**src/rtl/status_register_unit_if.sv**
```systemverilog
// EX-stage flag-source bundle for the status register unit.
// The EX stage drives it through master; the SR unit samples it through slave.
interface status_register_unit_if #(
  parameter int WIDTH = 32
);
  logic             ex_valid;
  logic             ex_s;
  logic [1:0]       ex_op_class;
  logic [WIDTH-1:0] ex_result;
  logic             ex_carry;
  logic             ex_overflow;
  logic             ex_shift_carry;
  logic [3:0]       msr_data;

  modport master (
    output ex_valid, ex_s, ex_op_class, ex_result,
    output ex_carry, ex_overflow, ex_shift_carry, msr_data
  );

  modport slave (
    input ex_valid, ex_s, ex_op_class, ex_result,
    input ex_carry, ex_overflow, ex_shift_carry, msr_data
  );
endinterface

```
**src/rtl/status_register_unit.sv**
```systemverilog
// NZCV producer with same-cycle forwarding and exception save/restore.
// Define SR_UPDATE_COUNT_EN to build the committed-update counter.
module status_register_unit #(
  parameter int WIDTH = 32
) (
  input  logic                  clk,
  input  logic                  rst_n,
  status_register_unit_if.slave ex,
  input  logic                  stall,
  input  logic                  flush,
  input  logic                  exc_entry,
  input  logic                  exc_return,
  output logic [3:0]            sr_out,
  output logic [3:0]            sr_fwd,
  output logic                  sr_updated,
  output logic [15:0]           upd_count
);

  logic [3:0] sr;
  logic [3:0] saved_sr;
  logic [3:0] nzcv;
  logic       commit;
  logic       upd;
  logic       n;
  logic       z;

  assign commit = ex.ex_valid & ex.ex_s
                & ~stall & ~flush;
  assign n      = ex.ex_result[WIDTH-1];
  assign z      = ~|ex.ex_result;
  assign upd    = commit & ~exc_return;

  always_comb begin
    nzcv = sr;
    unique case (ex.ex_op_class)
      2'b00: nzcv = {n, z, ex.ex_carry, ex.ex_overflow};
      2'b01: nzcv = {n, z, ex.ex_shift_carry, sr[0]};
      2'b10: nzcv = {n, z, sr[1:0]};
      2'b11: nzcv = ex.msr_data;
    endcase
  end

  // Return outranks a concurrent commit, so priority, not unique.
  always_comb begin
    sr_fwd = sr;
    priority case (1'b1)
      exc_return: sr_fwd = saved_sr;
      commit:     sr_fwd = nzcv;
      default:    sr_fwd = sr;
    endcase
  end

  always_ff @(posedge clk or negedge rst_n) begin
    if (!rst_n) begin
      sr         <= 4'b0000;
      saved_sr   <= 4'b0000;
      sr_updated <= 1'b0;
    end else begin
      sr         <= sr_fwd;
      sr_updated <= upd;
      if (exc_entry && !exc_return)
        saved_sr <= sr_fwd;
    end
  end

  assign sr_out = sr;

`ifdef SR_UPDATE_COUNT_EN
  always_ff @(posedge clk or negedge rst_n) begin
    if (!rst_n)
      upd_count <= 16'h0000;
    else if (upd)
      upd_count <= upd_count + 16'h0001;
  end
`else
  assign upd_count = 16'h0000;
`endif

endmodule

```
**src/flat_wrapper.sv**
```systemverilog
// flat-port wrapper written by rule: the top's interface ports become plain ports
module status_register_unit_flat 
#(
  parameter int WIDTH = 32
)
  (clk, rst_n, stall, flush, exc_entry, exc_return, sr_out, sr_fwd, sr_updated, upd_count, ex_ex_valid, ex_ex_s, ex_ex_op_class, ex_ex_result, ex_ex_carry, ex_ex_overflow, ex_ex_shift_carry, ex_msr_data);
  status_register_unit_if #(.WIDTH(WIDTH)) ex_i ();
  input  logic clk;
  input  logic rst_n;
  input  logic stall;
  input  logic flush;
  input  logic exc_entry;
  input  logic exc_return;
  output logic [3:0] sr_out;
  output logic [3:0] sr_fwd;
  output logic sr_updated;
  output logic [15:0] upd_count;
  input wire logic [$bits(ex_i.ex_valid)-1:0] ex_ex_valid;
  input wire logic [$bits(ex_i.ex_s)-1:0] ex_ex_s;
  input wire logic [$bits(ex_i.ex_op_class)-1:0] ex_ex_op_class;
  input wire logic [$bits(ex_i.ex_result)-1:0] ex_ex_result;
  input wire logic [$bits(ex_i.ex_carry)-1:0] ex_ex_carry;
  input wire logic [$bits(ex_i.ex_overflow)-1:0] ex_ex_overflow;
  input wire logic [$bits(ex_i.ex_shift_carry)-1:0] ex_ex_shift_carry;
  input wire logic [$bits(ex_i.msr_data)-1:0] ex_msr_data;
  assign ex_i.ex_valid = ex_ex_valid;
  assign ex_i.ex_s = ex_ex_s;
  assign ex_i.ex_op_class = ex_ex_op_class;
  assign ex_i.ex_result = ex_ex_result;
  assign ex_i.ex_carry = ex_ex_carry;
  assign ex_i.ex_overflow = ex_ex_overflow;
  assign ex_i.ex_shift_carry = ex_ex_shift_carry;
  assign ex_i.msr_data = ex_msr_data;
  status_register_unit #(.WIDTH(WIDTH)) u_core (.clk(clk), .rst_n(rst_n), .ex(ex_i), .stall(stall), .flush(flush), .exc_entry(exc_entry), .exc_return(exc_return), .sr_out(sr_out), .sr_fwd(sr_fwd), .sr_updated(sr_updated), .upd_count(upd_count));
endmodule
```
**config.mk**
```make
export PLATFORM = sky130hd
export DESIGN_NAME = status_register_unit_flat
export DESIGN_NICKNAME = d
export VERILOG_FILES = /design/src/rtl/status_register_unit_if.sv /design/src/rtl/status_register_unit.sv /design/src/flat_wrapper.sv
export SDC_FILE = /design/constraint.sdc
export NUM_CORES = 1
export LEC_CHECK = 0
export BUFFER_PORTS_ARGS = -buffer_cell sky130_fd_sc_hd__buf_4
export CELL_PAD_IN_SITES_DETAIL_PLACEMENT = 0
export CELL_PAD_IN_SITES_GLOBAL_PLACEMENT = 1
export CORE_UTILIZATION = 22
export DETAILED_ROUTE_END_ITERATION = 8
export PLACE_DENSITY_LB_ADDON = 0.1
export SYNTH_ARGS = -nofsm -noshare
export SYNTH_HDL_FRONTEND = slang
export SYNTH_SLANG_ARGS = --single-unit
```
**constraint.sdc**
```tcl
create_clock -name clk -period 2.13 [get_ports clk]
set_input_delay 0.426 -clock clk [delete_from_list [all_inputs] [get_ports clk]]
set_output_delay 0.426 -clock clk [all_outputs]
set_load 0.01 [all_outputs]
```
==> impl_results.md, run 1 <==
* Status: completed
* Max_cap viols at 0
* Synth Instances at just under 80
* Clk buf depth at 2
* First-pass GRT wire length at 2.82 mm
* Leak Pwr at ~0.57 nW
* Die ar. at around 3400 µm²
* Layout cells sized above 1 at 0.518
* Vias in the first global route at roughly 670
* CP Capture Type: output port
* Unrepaired setup endpoints after global routing: false
* Peak Freq at roughly 490 MHz
* Routability cong. at slightly below 0.7
* Reg2Reg Depth at 4
* Site Rows at 20
* Starting density of the core at 0.231
* Antenna diodes at 0
* Post-synthesis register bit count at 9
* DRC at 0
* Hold path endpoint: u_core.saved_sr[1]
* Dpl hpwl at 1.64 mm
* Worst R2R Start: u_core.sr_out[2]
* Crit Path Category: input pin to output port
* Hold path startpoint: exc_entry
* CP Launch Type: input pin
* Vias at between 700 and 800
* IO Count at 74
* Synth warnings at 0
* Post-route setup TNS at 0 ns
* Hold Crit Class: input pin to register
* TritonCTS clock tree: done
* Yosys top cell area share at 0.321
* Clock Tree Root: clkbuf_4
* GRT Overall Usage at 0.110
* Cell taking the most area after synthesis: dfrtp_1
* Drt initial violations at 13
* Clock latency on the worst-skew pair at about 0.26 ns
* Final period demand of the worst path at roughly 2 ns
* VDD IR max at 0.424 mV
* Final setup vio count at 0
* DRT antenna net count at 0
* Die Width at 58.4 µm
* Area delta synth->final at 67.3%
* Arrival @ worst endpoint at between 1.5 and 2 ns
* Crit share post-route at 0.958
* Area contributors post-synth: dfrtp_1 (32%), buf_4 (17%), nor4_1 (6.3%), mux2_2 (3.2%), nand2_1 (3.2%)
* DIE HEIGHT at 58.4 µm
* Antenna violations before repair at 0
* Wire length per cell at between 10 and 15 µm
* Total grt overflow at 0
* Final Core Density at 0.387
* Minimum hold slack at 0.364 ns
* Critical R2R Capture: u_core.saved_sr[2]
* Hold depth at 2
* Core outline area at slightly above 3000 µm²
* Mean Syn Cell Area at 8.98 µm²
* Num Clock Sinks at 9
* Synthesized area at between 700 and 800 µm²
* Largest net degree at the start of global routing at 10
* Clk_skew at 0.000129 ns
* Total Wirelength at 2.01 mm
* Vias per inst at between 4 and 5
* Num CTS Buffers at 3
* Yosys cell types at 29
* H-tree level count at 1
* Post-synthesis sequential area ratio at 0.321
* DRT Pass-1 Iters at 4
* Clock Pin Slew Worst Setup and Hold Paths at 0.06 ns
* PwrDens at ~570 nW/µm²
* Flop2flop setup slack at between 0.9 and 1 ns
* CP Max Fanout at 5
* Buffers on Ports at 57
* Final hold vios at 0
* Nets@finish at 187
* Critical path required time at roughly 1.7 ns
* Final Max Tran Viols at 0
==> worst max-delay path, stage by stage <==
cell,delay [ns]
buf_4,0.11
and4bb_2,0.36
buf_4,0.16
nor2_1,0.04
a31o_1,0.21
o21ai_1,0.17
buf_4,0.15
==> metrics by stage <==
stage / setup slack (ns) / total power [mW] / area (µm²) / cells
after floorplan: 0.329 / 0.387 / 757 / 93
after global placement: 0.0559 / 0.521 / 1100 / 175
after detailed placement: 0.0182 / 0.524 / 1100 / 175
after CTS: 0.00746 / 0.660 / 1140 / 180
after global routing: 0.00450 / 0.722 / 1170 / 181
final: 0.0886 / 0.673 / 1170 / 181
==> state kept, by name, summed over array words and instances (netlist names) <==
signal and flops:
u_core.sr_out 4, u_core.sr_updated 1, u_core.saved_sr 4
==> per-layer routing <==
layer | track usage | vias up | routed length [µm]
met5 | 0 | - | 0
met3 | 0.0264 | 2 | 196
met1 | 0.130 | 337 | 763
met2 | 0.187 | 41 | 1030
li1 | - | 368 | -
met4 | 0.0510 | 0 | 11
==> cells in the mapped netlist, drive strengths merged <==
cell / n
o21ai: 4
a22oi: 1
conb: 1
o211ai: 1
nor4: 8
mux2: 2
nand2b: 3
inv: 1
and4bb: 1
a31oi: 1
buf: 18
nand4bb: 1
o32ai: 1
a221oi: 1
a21oi: 1
clkbuf: 2
and3: 1
o31ai: 1
dfrtp: 9
a31o: 1
nor2b: 2
nand3: 3
nand4: 2
nor2: 4
mux2i: 2
nand2: 6
==> where the power goes <==
| group | switching, mW | leakage, nW | internal (mW) |
|---|---|---|---|
| logic | 0.127 | 0.439 | 0.176 |
| clock network | 0.0575 | 0.0150 | 0.0721 |
| registers | 0.0266 | 0.111 | 0.214 |
==> worst max-delay path by stage <==
stage | end | cells past startpoint | slack (ns) | from
after global placement | sr_fwd[3] | 7 | 0.06 | stall
after global routing | sr_fwd[3] | 7 | 0.004 | stall
after floorplan | sr_fwd[2] | 5 | 0.33 | stall
final | sr_fwd[3] | 7 | 0.09 | stall
after CTS | sr_fwd[2] | 6 | 0.007 | stall
after detailed placement | sr_fwd[2] | 6 | 0.02 | stall
==> area by class of cell <==
type                            count  area [µm²]
Tap cell                           44        55.1
Fill cell                         334        1860
Inverter                            1        3.75
Multi-Input combinational cell     63         409
Clock buffer                        4        26.3
Timing Repair Buffer               60         453
Sequential cell                     9         225
==> cell usage in the layout (no fill, tap or decap), drive strengths merged <==
| cell type | Yosys | routed |
|---|---|---|
| a21oi | 1 | 1 |
| a221oi | 1 | 1 |
| a22oi | 1 | 1 |
| a31o | 1 | 1 |
| a31oi | 1 | 1 |
| and3 | 1 | 1 |
| and4bb | 1 | 1 |
| buf | 18 | 59 |
| clkbuf | 2 | 4 |
| conb | 1 | 16 |
| dfrtp | 9 | 9 |
| dlygate4sd3 | 0 | 1 |
| inv | 1 | 1 |
| mux2 | 2 | 2 |
| mux2i | 2 | 2 |
| nand2 | 6 | 6 |
| nand2b | 3 | 3 |
| nand3 | 3 | 3 |
| nand4 | 2 | 2 |
| nand4bb | 1 | 1 |
| nor2 | 4 | 4 |
| nor2b | 2 | 2 |
| nor4 | 8 | 8 |
| o211ai | 1 | 1 |
| o21ai | 4 | 4 |
| o31ai | 1 | 1 |
| o32ai | 1 | 1 |
==> timing repair <==
action | CTS | global route
buffers inserted | 0 | 1
gates resized for setup | 0 | 5
setup endpoints to repair | 0 | 2
hold buffers | 1 | 0
endpoints found under the hold margin | 9 | 0
==> cells by family after synthesis <==
family,synth area share
other,0.00535
buffers and inverters,0.211
AOI/OAI and AO/OA,0.141
muxes,0.0607
and+or+nand+nor,0.261
DFF,0.321
No activity file was read; power rests on OpenSTA's default activity.
==> run 2: changes to the inputs <==
--- a/config.mk
+++ b/config.mk
@@ -8,7 +8,8 @@
 export BUFFER_PORTS_ARGS = -buffer_cell sky130_fd_sc_hd__buf_4
 export CELL_PAD_IN_SITES_DETAIL_PLACEMENT = 0
 export CELL_PAD_IN_SITES_GLOBAL_PLACEMENT = 1
-export CORE_UTILIZATION = 22
+export CORE_MARGIN = 4
+export CORE_UTILIZATION = 24
 export DETAILED_ROUTE_END_ITERATION = 8
 export PLACE_DENSITY_LB_ADDON = 0.1
 export SYNTH_ARGS = -nofsm -noshare
==> constraint.sdc (replaced) <==
create_clock -name clk -period 2.45 [get_ports clk]
set_input_delay 0.49 -clock clk [delete_from_list [all_inputs] [get_ports clk]]
set_output_delay 0.49 -clock clk [all_outputs]
set_load 0.01 [all_outputs]
==> run 2 against run 1 <==
Non-clock buffer count fell by 2. Setup slack improved by 0.12 ns. Highest routed layer unchanged. Critical endpoint unchanged. Wire length rose by 5.1%. Sequential power fell by 14%.
==> impl_results.md, run 2 (synthesis results as in run 1) <==
* Most frequent cells in the layout: buf_4 (58), conb_1 (16), dfrtp_1 (9)
* Clock latency on the worst-skew pair at 0.25 ns (about the same)
* IO Count at 74 (unchanged)
* Max_cap viols at 0 (unchanged)
* H-tree level count at 1 (unchanged)
* Arrival @ worst endpoint at 1.75 ns (+0.13 ns)
* Die ar. at 3850 µm² (+13%)
* Critical path required time at 1.96 ns (+0.26 ns)
* PwrDens at 503 nW/µm² (-12%)
* Post-CTS Setup Inserts at 0 (unchanged)
* Final period demand of the worst path at 2.24 ns
* Site Rows at 19 (-5.0%)
* Post-CTS Hold Fix Bufs at 0 (-1)
* Total power at 0.560 mW (-17%)
* DIE HEIGHT at 62.0 µm (+6.2%)
* Clk_skew at 0.0000653 ns (-0.0000634 ns)
* Leak Pwr at 0.552 nW (-2.3%)
* DRT antenna net count at 0 (unchanged)
* Drt initial violations at 9 (-4)
* VDD IR max at 0.503 mV (+19%)
* CTS resizes at 0 (unchanged)
* Unrepaired setup endpoints after global routing: false
* Crit Path Category: input pin to output port
* Vias in the first global route at 652 (-2.8%)
* DRC at 0 (unchanged)
* Largest net degree at the start of global routing at 10 (unchanged)
* CP Capture Type: output port
* Starting density of the core at 0.252 (+0.0205)
* Wire length per cell at 12.7 µm (+15%)
* GRT Overall Usage at 0.101 (-0.00892)
* Area delta synth->final at 58.9%
* Commonest non-fill, non-tap cell in the layout: buf_4
* CP Launch Type: input pin
* Routability cong. at 0.710 (+2.2%)
* Clock Pin Slew Worst Setup and Hold Paths at 0.06 ns (about the same)
* Final setup vio count at 0 (unchanged)
* CP Max Fanout at 5 (unchanged)
* TritonCTS clock tree: done
* Filler Cell Count at 283 (-15%)
* Antenna diodes at 0 (unchanged)
* Total grt overflow at 0 (unchanged)
* Dpl hpwl at 1.85 mm (+13%)
* Hold Crit Class: input pin to async pin
* First-pass GRT wire length at 2.83 mm (+0.50%)
* Buffers on Ports at 57 (unchanged)
* Layout cells sized above 1 at 0.496 (-0.0220)
* Crit share post-route at 0.913
* Status: completed
* Vias at 730 (-2.4%)
* Vias per inst at 4.40 (+6.4%)
* Num Clock Sinks at 9 (unchanged)
* Clock Tree Root: clkbuf_4
* Nets@finish at 185 (-1.1%)
* Num CTS Buffers at 3 (unchanged)
* Clk buf depth at 2 (unchanged)
* DRT Pass-1 Iters at 4 (unchanged)
* Final hold vios at 0 (unchanged)
* Die Width at 62.0 µm (+6.2%)
* Post-route setup TNS at 0 ns (unchanged)
* Core outline area at 2780 µm² (-8.1%)
* Antenna violations before repair at 0 (unchanged)
* Total Wirelength at 2.11 mm (+5.1%)
* Final Max Tran Viols at 0 (unchanged)
* Peak Freq at around 450 MHz
==> run 2: cell types whose count changed in the layout (fill, tap and decap cells not counted), sizes merged <==
cell | previous run | this run
buf | 59 | 58
dlygate4sd3 | 1 | 0
==> run 2: through the flow <==
stage               cells  utilization  cell area [µm²]  hold slack, ns  setup WS (ns)
floorplan              93            -              757           0.194          0.521
global placement      162        0.391             1090           0.318          0.258
detailed placement    162        0.391             1090           0.320          0.225
finish                166        0.400             1110          0.0496          0.213
CTS                   166        0.400             1110          0.0447          0.212
global route          166        0.400             1110          0.0335          0.171
==> run 2: worst paths after layout <==
path                                    start                  to  slack (ns)  depth (start not counted)
hold reg to reg            u_core.saved_sr[0]  u_core.saved_sr[0]        0.49                          2
setup / recovery                        stall           sr_fwd[3]        0.21                          7
min in group clk                    exc_entry  u_core.saved_sr[1]        0.43                          2
setup reg to reg             u_core.sr_out[2]    u_core.sr_out[2]        1.36                          3
max in group asynchronous               rst_n  u_core.saved_sr[2]        2.27                          1
hold / removal                          rst_n  u_core.saved_sr[3]        0.05                          1
==> run 2: cell type report <==
type                    count  area (µm²)  area share
repair buffers             58         435       0.391
inverters                   1        3.75     0.00337
well taps                  31        38.8      0.0348
clock buffers               4        26.3      0.0236
flip-flops and latches      9         225       0.202
multi-input cells          63         384       0.345
==> run 2: metal layers <==
layer,global-route usage,share of wire,vias to the layer above
met4,0.0364,0.0038,0
met2,0.172,0.51,36
li1,-,-,367
met3,0.0186,0.12,2
met1,0.126,0.37,325
met5,0,0,-
==> run 2: worst max-delay path, stage by stage <==
cell and delay [ns]:
buf_4 0.11, and4bb_1 0.38, buf_4 0.18, nor2_1 0.04, a31o_1 0.21, o21ai_1 0.18
buf_4 0.15
==> run 2: power by group <==
group	total [mW]	internal, mW	switching, mW
sequential	0.208	0.186	0.0222
clock	0.109	0.0624	0.0461
combinational	0.243	0.137	0.105
